## src/rtl/operand_fetch_pkg.sv

```systemverilog
// Shared constants for the register-read stage and the register file.
package operand_fetch_pkg;

  localparam int INDEX_BITS = 4;
  localparam int DATA_WIDTH = 32;
  localparam int NUM_REGS   = 2 ** INDEX_BITS;

endpackage : operand_fetch_pkg

```

## src/rtl/operand_scoreboard.sv

```systemverilog
// Busy scoreboard: one pending-write bit per architectural register.
// A set and a clear naming the same register in one cycle leave it busy,
// because the newly issued writer is younger than the one retiring.
module operand_scoreboard
  import operand_fetch_pkg::*;
#(
  parameter int IDX_W  = INDEX_BITS,
  parameter int N_REGS = NUM_REGS
) (
  input  logic              clk,
  input  logic              reset,
  input  logic              set_en,
  input  logic [IDX_W-1:0]  set_index,
  input  logic              clr_en,
  input  logic [IDX_W-1:0]  clr_index,
  input  logic [IDX_W-1:0]  rs0_index,
  input  logic [IDX_W-1:0]  rs1_index,
  input  logic [IDX_W-1:0]  rd_index,
  output logic              rs0_busy,
  output logic              rs1_busy,
  output logic              rd_busy,
  output logic [N_REGS-1:0] busy_mask
);

  logic [N_REGS-1:0] busy_reg;

  generate
    for (genvar gi = 0; gi < N_REGS; gi++) begin : g_busy
      // Per-register busy bit: set beats clear.
      always_ff @(posedge clk) begin
        if (reset) begin
          busy_reg[gi] <= 1'b0;
        end else if (set_en && (set_index == IDX_W'(gi))) begin
          busy_reg[gi] <= 1'b1;
        end else if (clr_en && (clr_index == IDX_W'(gi))) begin
          busy_reg[gi] <= 1'b0;
        end
      end
    end
  endgenerate

  assign rs0_busy  = busy_reg[rs0_index];
  assign rs1_busy  = busy_reg[rs1_index];
  assign rd_busy   = busy_reg[rd_index];
  assign busy_mask = busy_reg;

endmodule : operand_scoreboard

```

## src/rtl/operand_fetch.sv

```systemverilog
// Register-read stage: reads both sources, bypasses same-cycle writeback,
// blocks issue on RAW/WAW hazards and holds operands in a one-entry skid-free
// output register toward execute.
module operand_fetch
  import operand_fetch_pkg::*;
#(
  parameter int INDEX_BITS_P = INDEX_BITS,
  parameter int DATA_WIDTH_P = DATA_WIDTH
) (
  input  logic                      clk,
  input  logic                      reset,
  input  logic                      inValid,
  output logic                      inReady,
  input  logic [INDEX_BITS_P-1:0]   inRs0,
  input  logic [INDEX_BITS_P-1:0]   inRs1,
  input  logic                      inUseRs0,
  input  logic                      inUseRs1,
  input  logic [INDEX_BITS_P-1:0]   inRd,
  input  logic                      inRdWrEn,
  output logic [INDEX_BITS_P-1:0]   regFileRd0Index,
  output logic [INDEX_BITS_P-1:0]   regFileRd1Index,
  input  logic [DATA_WIDTH_P-1:0]   rfData0,
  input  logic [DATA_WIDTH_P-1:0]   rfData1,
  input  logic                      wbEn,
  input  logic [INDEX_BITS_P-1:0]   wbIndex,
  input  logic [DATA_WIDTH_P-1:0]   wbData,
  output logic                      outValid,
  input  logic                      outReady,
  output logic [DATA_WIDTH_P-1:0]   outOp0,
  output logic [DATA_WIDTH_P-1:0]   outOp1,
  output logic [INDEX_BITS_P-1:0]   outRd,
  output logic                      outRdWrEn,
  output logic [2**INDEX_BITS_P-1:0] busyMask
);

  logic rs0_busy, rs1_busy, rd_busy;
  logic wb_hit_rs0, wb_hit_rs1, wb_hit_rd;
  logic src_stall, waw_stall, issue;
  logic [DATA_WIDTH_P-1:0] op0_next, op1_next;

  logic                    out_valid_reg;
  logic [DATA_WIDTH_P-1:0] out_op0_reg, out_op1_reg;
  logic [INDEX_BITS_P-1:0] out_rd_reg;
  logic                    out_rd_wr_en_reg;

  assign regFileRd0Index = inRs0;
  assign regFileRd1Index = inRs1;

  operand_scoreboard #(
    .IDX_W  (INDEX_BITS_P),
    .N_REGS (2 ** INDEX_BITS_P)
  ) u_scoreboard (
    .clk       (clk),
    .reset     (reset),
    .set_en    (issue && inRdWrEn),
    .set_index (inRd),
    .clr_en    (wbEn),
    .clr_index (wbIndex),
    .rs0_index (inRs0),
    .rs1_index (inRs1),
    .rd_index  (inRd),
    .rs0_busy  (rs0_busy),
    .rs1_busy  (rs1_busy),
    .rd_busy   (rd_busy),
    .busy_mask (busyMask)
  );

  // A write landing this cycle resolves the hazard it would otherwise cause.
  assign wb_hit_rs0 = wbEn && (wbIndex == inRs0);
  assign wb_hit_rs1 = wbEn && (wbIndex == inRs1);
  assign wb_hit_rd  = wbEn && (wbIndex == inRd);

  assign src_stall = (inUseRs0 && rs0_busy && !wb_hit_rs0) ||
                     (inUseRs1 && rs1_busy && !wb_hit_rs1);
  assign waw_stall = inRdWrEn && rd_busy && !wb_hit_rd;
  assign inReady   = (!out_valid_reg || outReady) && !src_stall && !waw_stall;
  assign issue     = inValid && inReady;

  // Operand select: unused source reads as zero, bypass beats register file.
  always_comb begin
    op0_next = '0;
    op1_next = '0;
    if (inUseRs0) op0_next = wb_hit_rs0 ? wbData : rfData0;
    if (inUseRs1) op1_next = wb_hit_rs1 ? wbData : rfData1;
  end

  // Output register: load on issue, drain when execute takes it, else hold.
  always_ff @(posedge clk) begin
    if (reset) begin
      out_valid_reg    <= 1'b0;
      out_op0_reg      <= '0;
      out_op1_reg      <= '0;
      out_rd_reg       <= '0;
      out_rd_wr_en_reg <= 1'b0;
    end else if (issue) begin
      out_valid_reg    <= 1'b1;
      out_op0_reg      <= op0_next;
      out_op1_reg      <= op1_next;
      out_rd_reg       <= inRd;
      out_rd_wr_en_reg <= inRdWrEn;
    end else if (outReady) begin
      out_valid_reg    <= 1'b0;
    end
  end

  assign outValid  = out_valid_reg;
  assign outOp0    = out_op0_reg;
  assign outOp1    = out_op1_reg;
  assign outRd     = out_rd_reg;
  assign outRdWrEn = out_rd_wr_en_reg;

endmodule : operand_fetch

```

## config.mk

```make
export PLATFORM = sky130hd
export DESIGN_NAME = operand_fetch
export DESIGN_NICKNAME = d
export VERILOG_FILES = /design/src/rtl/operand_fetch_pkg.sv /design/src/rtl/operand_scoreboard.sv /design/src/rtl/operand_fetch.sv
export SDC_FILE = /design/constraint.sdc
export NUM_CORES = 1
export LEC_CHECK = 0
export CAP_MARGIN = 15
export CORE_ASPECT_RATIO = 2
export CORE_MARGIN = 2
export CORE_UTILIZATION = 38
export CTS_CLUSTER_SIZE = 14
export DETAILED_ROUTE_END_ITERATION = 10
export PLACE_DENSITY = 0.89
export RECOVER_POWER = 100
export SYNTH_ARGS = -nofsm -noshare
export SYNTH_HDL_FRONTEND = slang
export SYNTH_SLANG_ARGS = --single-unit
```

## constraint.sdc

```tcl
create_clock -name clk -period 2.3 [get_ports clk]
set_input_delay 0.345 -clock clk [delete_from_list [all_inputs] [get_ports clk]]
set_output_delay 0.345 -clock clk [all_outputs]
set_load 0.02 [all_outputs]
```

# Word level (Yosys, flattened, before mapping)
# Index checks and enable logic that the tools add are counted.
# word_totals
ff_bits,86
latch_bits,0
ramBits,0
romBits,0
inputBits,120
elab_cells,173
mem_count,0
# op_classes
add_sub_neg,0
n_mul,0
n_div,0
order_cmp,3
eq_ne,33
shift,0
n_mux,44
bitwise_logic,0
n_reduce_logical,72
# ops
operator,count
two-way mux 32 bit,4
"== test 4 bit, second input constant",16
logical AND 1 bit,45
two-way mux 1 bit,37
nonzero test 2 bit,17
"== test 4 x 3 -> 1 bit, second input constant",8
"== test 4 x 2 -> 1 bit, second input constant",4
"< comparator 4 x 5 -> 1 bit, second input constant",3
binary-select mux 1 bit (select 4 bit),3
== test 4 bit,3
"== test 4 x 1 -> 1 bit, second input constant",2
zero test 4 bit,2
zero test 1 bit,6
logical OR 1 bit,2

# Depth between registers and ports, before layout
# depth
depth_word,12
ltp_mapped,10
mapped_depth_nobuf,6

# Cells and area by module
# A second synthesis with hierarchy kept.
# unflattened
hier_cells,602
hier_area_um2,5402.7
# by_module_without_submodules
mod,n_inst,cells_per_inst,area_each_um2,seq_area_each_um2
operand_fetch,1,500,4332.9,1401.3
operand_scoreboard,1,102,1069.8,320.3

# Least setup slack after synthesis
# OpenSTA, ideal clock, no wires.
# synth_path
path_kind,input-to-output
startpoint,in wbIndex[2]
endpoint,out inReady
arrival_ps,2116
t_required_ps,1955
setup_slack_ps,-161
cell_stages,9
path_cell_list,buf_2 inv_1 a222oi_1 or4b_1 buf_2 a32oi_2 nand3_1 buf_2 inv_1
# synth_between
elab_chain_len,8
# synth_rtl
item,line,text
start: declaration,operand_fetch.sv:25,"input logic [INDEX_BITS_P-1:0] wbIndex,"
"== test 4 bit, on equally long branches","operand_fetch.sv:69, operand_fetch.sv:70",
"logical AND 1 bit, on equally long branches","operand_fetch.sv:69, operand_fetch.sv:70",
"zero test 1 bit, on equally long branches","operand_fetch.sv:73, operand_fetch.sv:74",
"logical AND 1 bit, on equally long branches","operand_fetch.sv:73, operand_fetch.sv:74",
logical OR 1 bit,operand_fetch.sv:73,assign src_stall = (inUseRs0 && rs0_busy && !wb_hit_rs0) ||
zero test 1 bit,operand_fetch.sv:76,assign inReady = (!out_valid_reg || outReady) && !src_stall && !waw_stall;
logical AND 1 bit,operand_fetch.sv:76,
logical AND 1 bit (*),operand_fetch.sv:76,
end: declaration,operand_fetch.sv:13,"output logic inReady,"
# Every way passes the cells marked *; elsewhere a longest branch is shown, timed or not.

# Worst setup path in the final report
# layout_path
startpoint,reg u_scoreboard.busy_reg[10] (netlist: u_scoreboard.busy_mask[10])
endpoint,out inReady
# layout_between
elab_chain_len,8
# layout_rtl
item,line,text
start: declaration,operand_scoreboard.sv:25,logic [N_REGS-1:0] busy_reg;
start signal: indexed assignment,operand_scoreboard.sv:32,busy_reg[gi] <= 1'b0;
start signal: indexed assignment,operand_scoreboard.sv:34,busy_reg[gi] <= 1'b1;
start signal: indexed assignment,operand_scoreboard.sv:36,busy_reg[gi] <= 1'b0;
"binary-select mux 1 bit (select 4 bit), on equally long branches","operand_scoreboard.sv:42, operand_scoreboard.sv:43",
"two-way mux 1 bit, on equally long branches","operand_scoreboard.sv:42, operand_scoreboard.sv:43",
"logical AND 1 bit, on equally long branches (2 in a row)","operand_fetch.sv:73, operand_fetch.sv:74",
logical OR 1 bit,operand_fetch.sv:73,
zero test 1 bit,operand_fetch.sv:76,
logical AND 1 bit,operand_fetch.sv:76,
logical AND 1 bit (*),operand_fetch.sv:76,
# Every way passes the cells marked *; elsewhere a longest branch is shown, timed or not. The select of a mux whose other input is x is not followed.

==> run summary <==
run status -> finished, violations left
failing checks -> setup timing
crit path capture type -> primary output
first-pass GRT wire length -> 30.4 mm
final std cells w/o fill -> 897
DRT antenna net count -> 0
Area Overhead vs Synth -> 70.5%
Final nets -> 865
antenna cell count -> 0
Synth Warn # -> 0
Seq. cell area -> 1740 um^2
core area -> 12200 um^2
Yosys reg bits -> 86
Final Slew Violations -> 0
Async SR Flop Fraction -> 0
hold_buf cts -> 0
clk root buf -> clkbuf_16
Rows -> 57
Worst path most repeated cell -> mux2i_2
io pins -> 215
Global Route Usage Sum -> 0.285
syn nets -> 626
clk_skew -> 10.8 ps
worst-skew pair later-pin latency -> 340 ps
# setup viols final -> 34
Sum Neg Setup Slack -> -838 ps
P per Cell Area -> 505 nW/um^2
Worst path slowest cell -> mux4_2
RSZ-0062 raised after global routing -> true
endpoints failing hold -> 0
Tmin final -> 2390 ps
drt first pass iters -> 6
# Max-Cap Violations -> 0
mean area per synthesized cell -> 9.37 um^2
Placed Cells -> 874
slack of the critical path -> -92.7 ps
post-synthesis sequential area ratio -> 0.363
setup slack, reg-to-reg -> -40 ps
crit path DAT -> 2050 ps
initial antenna violation count -> 0
# clock sinks -> 86
post-layout instance area -> 8090 um^2
slowest stage delay, CP -> 500 ps
number of global-route vias before repair -> 5596
RD Place Congestion -> 0.949
Area after DPL -> 7460 um^2
Die ar. -> 13400 um^2
crit-path leading delay family -> multiplexers
H-tree Lvls -> 3
post-DP HPWL -> 14.4 mm
most common cell after layout, fill and taps aside -> clkdlybuf4s50_1
most frequent cells in the layout -> 106 x clkdlybuf4s50_1, 94 x dlygate4sd3_1, 74 x dfxtp_1, 58 x buf_4, 41 x nand2_1
Post-synth EDFFs -> 0
area of the multi-input gates -> 2940 um^2
count of cell types in the netlist -> 42
maximum VDD drop -> 0.403 mV
Static Leakage -> 3.39 nW
Primary FF master, synth -> dfxtp_1
starting density of the core -> 0.389
IO Port Bufs -> 214
mapped cell area -> 4740 um^2
Total Wirelength -> 19.8 mm
required time worst endpoint -> 1960 ps
largest net degree at the start of global routing -> 57
FILL cells -> 959
GRT overflow -> 0
vias per inst -> 6.02
Tcrit/Tclk final -> 1.04
DIE WIDTH -> 83 um
Critical Path Fanout Max -> 4
share of layout cells above drive strength 1 -> 0.280
Mapped Cells -> 506
DRC Markers -> 0
WL per Instance -> 22.0 um
worst-path cell chain -> mux4_2 -> mux2i_2 -> mux2i_2 -> a32oi_4 -> nand3_2 -> inv_4 -> buf_6
Hold/Removal Path Class -> reg -> reg
max_slew headroom -> 0.692
CTS tree -> yes
DRT iter0 DRCs -> 321
via count -> 5404
clock-pin slew on the worst setup and hold paths -> 70 ps
crit path kind -> reg -> out
CTS Buf Count -> 9
worst-margin pin slew -> 462 ps
hold slack final -> 459 ps
CTS max path bufs -> 2
Die H -> 162 um
Worst Path Buf+Inv -> 2
startpoint types -> register
Max Freq -> 418 MHz
power by group:
group | switching [mW] | leakage [nW] | internal, mW
sequential | 0.0341 | 0.707 | 1.55
clock | 0.623 | 0.144 | 0.884
combinational | 0.493 | 2.53 | 0.502
path summary, 6_finish.rpt:
check | from | endpoint | cells after the start
worst max register to register | u_scoreboard.busy_mask[10]$_SDFFE_PP0P_ | outOp1[25]$_SDFFE_PP0P_ | 9
worst min-delay path | outOp0[14]$_SDFFE_PP0P_ | outOp0[14]$_SDFFE_PP0P_ | 2
worst max-delay path | u_scoreboard.busy_mask[10]$_SDFFE_PP0P_ | inReady | 7
worst min register to register | outOp0[14]$_SDFFE_PP0P_ | outOp0[14]$_SDFFE_PP0P_ | 2
Yosys cell counts (5+ instances only):
cell,number,share of area
o31ai_1,13,0.021
a31o_2,11,0.020
mux2_2,32,0.076
dfxtp_1,86,0.36
nand3_1,19,0.020
xnor2_1,5,0.0092
o21ai_0,41,0.043
nand2_1,41,0.032
buf_2,10,0.011
clkbuf_1,34,0.027
mux2i_1,41,0.087
buf_4,8,0.013
nand4_1,34,0.045
nor4_1,32,0.042
o211ai_1,9,0.014
a31o_1,22,0.041
mux4_2,9,0.043
a21oi_1,6,0.0063
nor2_1,5,0.0040
state kept, by name, indices dropped and copies added, names as in the netlist:
signal	count
outRdWrEn	1
outValid	1
u_scoreboard.busy_mask	16
outOp0	32
outOp1	32
outRd	4
layout make-up:
class	count	share of cell area
Inverter	6	0.00309
Multi-Input combinational cell	352	0.364
Tap cell	147	0.0227
Clock buffer	11	0.0300
Clock inverter	5	0.00804
Timing Repair Buffer	290	0.357
Sequential cell	86	0.215
tightest hold or removal path, delay by kind of cell, from the launching register on:
| family | cells | cell delay, ps |
|---|---|---|
| compound gates | 1 | 60 |
| flops | 1 | 310 |
| simple gates | 1 | 50 |
metrics by stage:
| step | utilization | total power [mW] | setup WS [ps] |
|---|---|---|---|
| finish | 0.663 | 4.09 | -92.7 |
| global route | 0.663 | 4.22 | -175 |
| CTS | 0.653 | 4.10 | -102 |
| detailed placement | 0.611 | 2.58 | -1070 |
| global placement | 0.611 | 2.56 | -959 |
| floorplan | - | 2.03 | -16.2 |
cells by family (layout without fill, tap and decap cells):
logic type	Yosys count	in the layout	share of synthesized area
buffers and inverters	68	312	0.0699
AND/OR/NAND/NOR	147	147	0.166
multiplexers	85	85	0.222
flip-flops	86	86	0.363
XOR/XNOR	9	9	0.0166
AO/OA/AOI/OAI	111	111	0.163
repair_timing:
item,4_1_cts,5_1_grt
setup buffers,5,0
pin swaps,6,3
cloned,2,0
resized for setup,64,37
setup endpoints to repair,87,73
metal layers:
layer,global-route usage,vias up,wire length [um]
met5,0,-,0
met4,0.167,0,1100
met3,0.0544,74,1140
met2,0.530,299,10900
met1,0.293,2616,6630
li1,-,2415,-
Note: power is estimated with default switching activity, not from simulation.
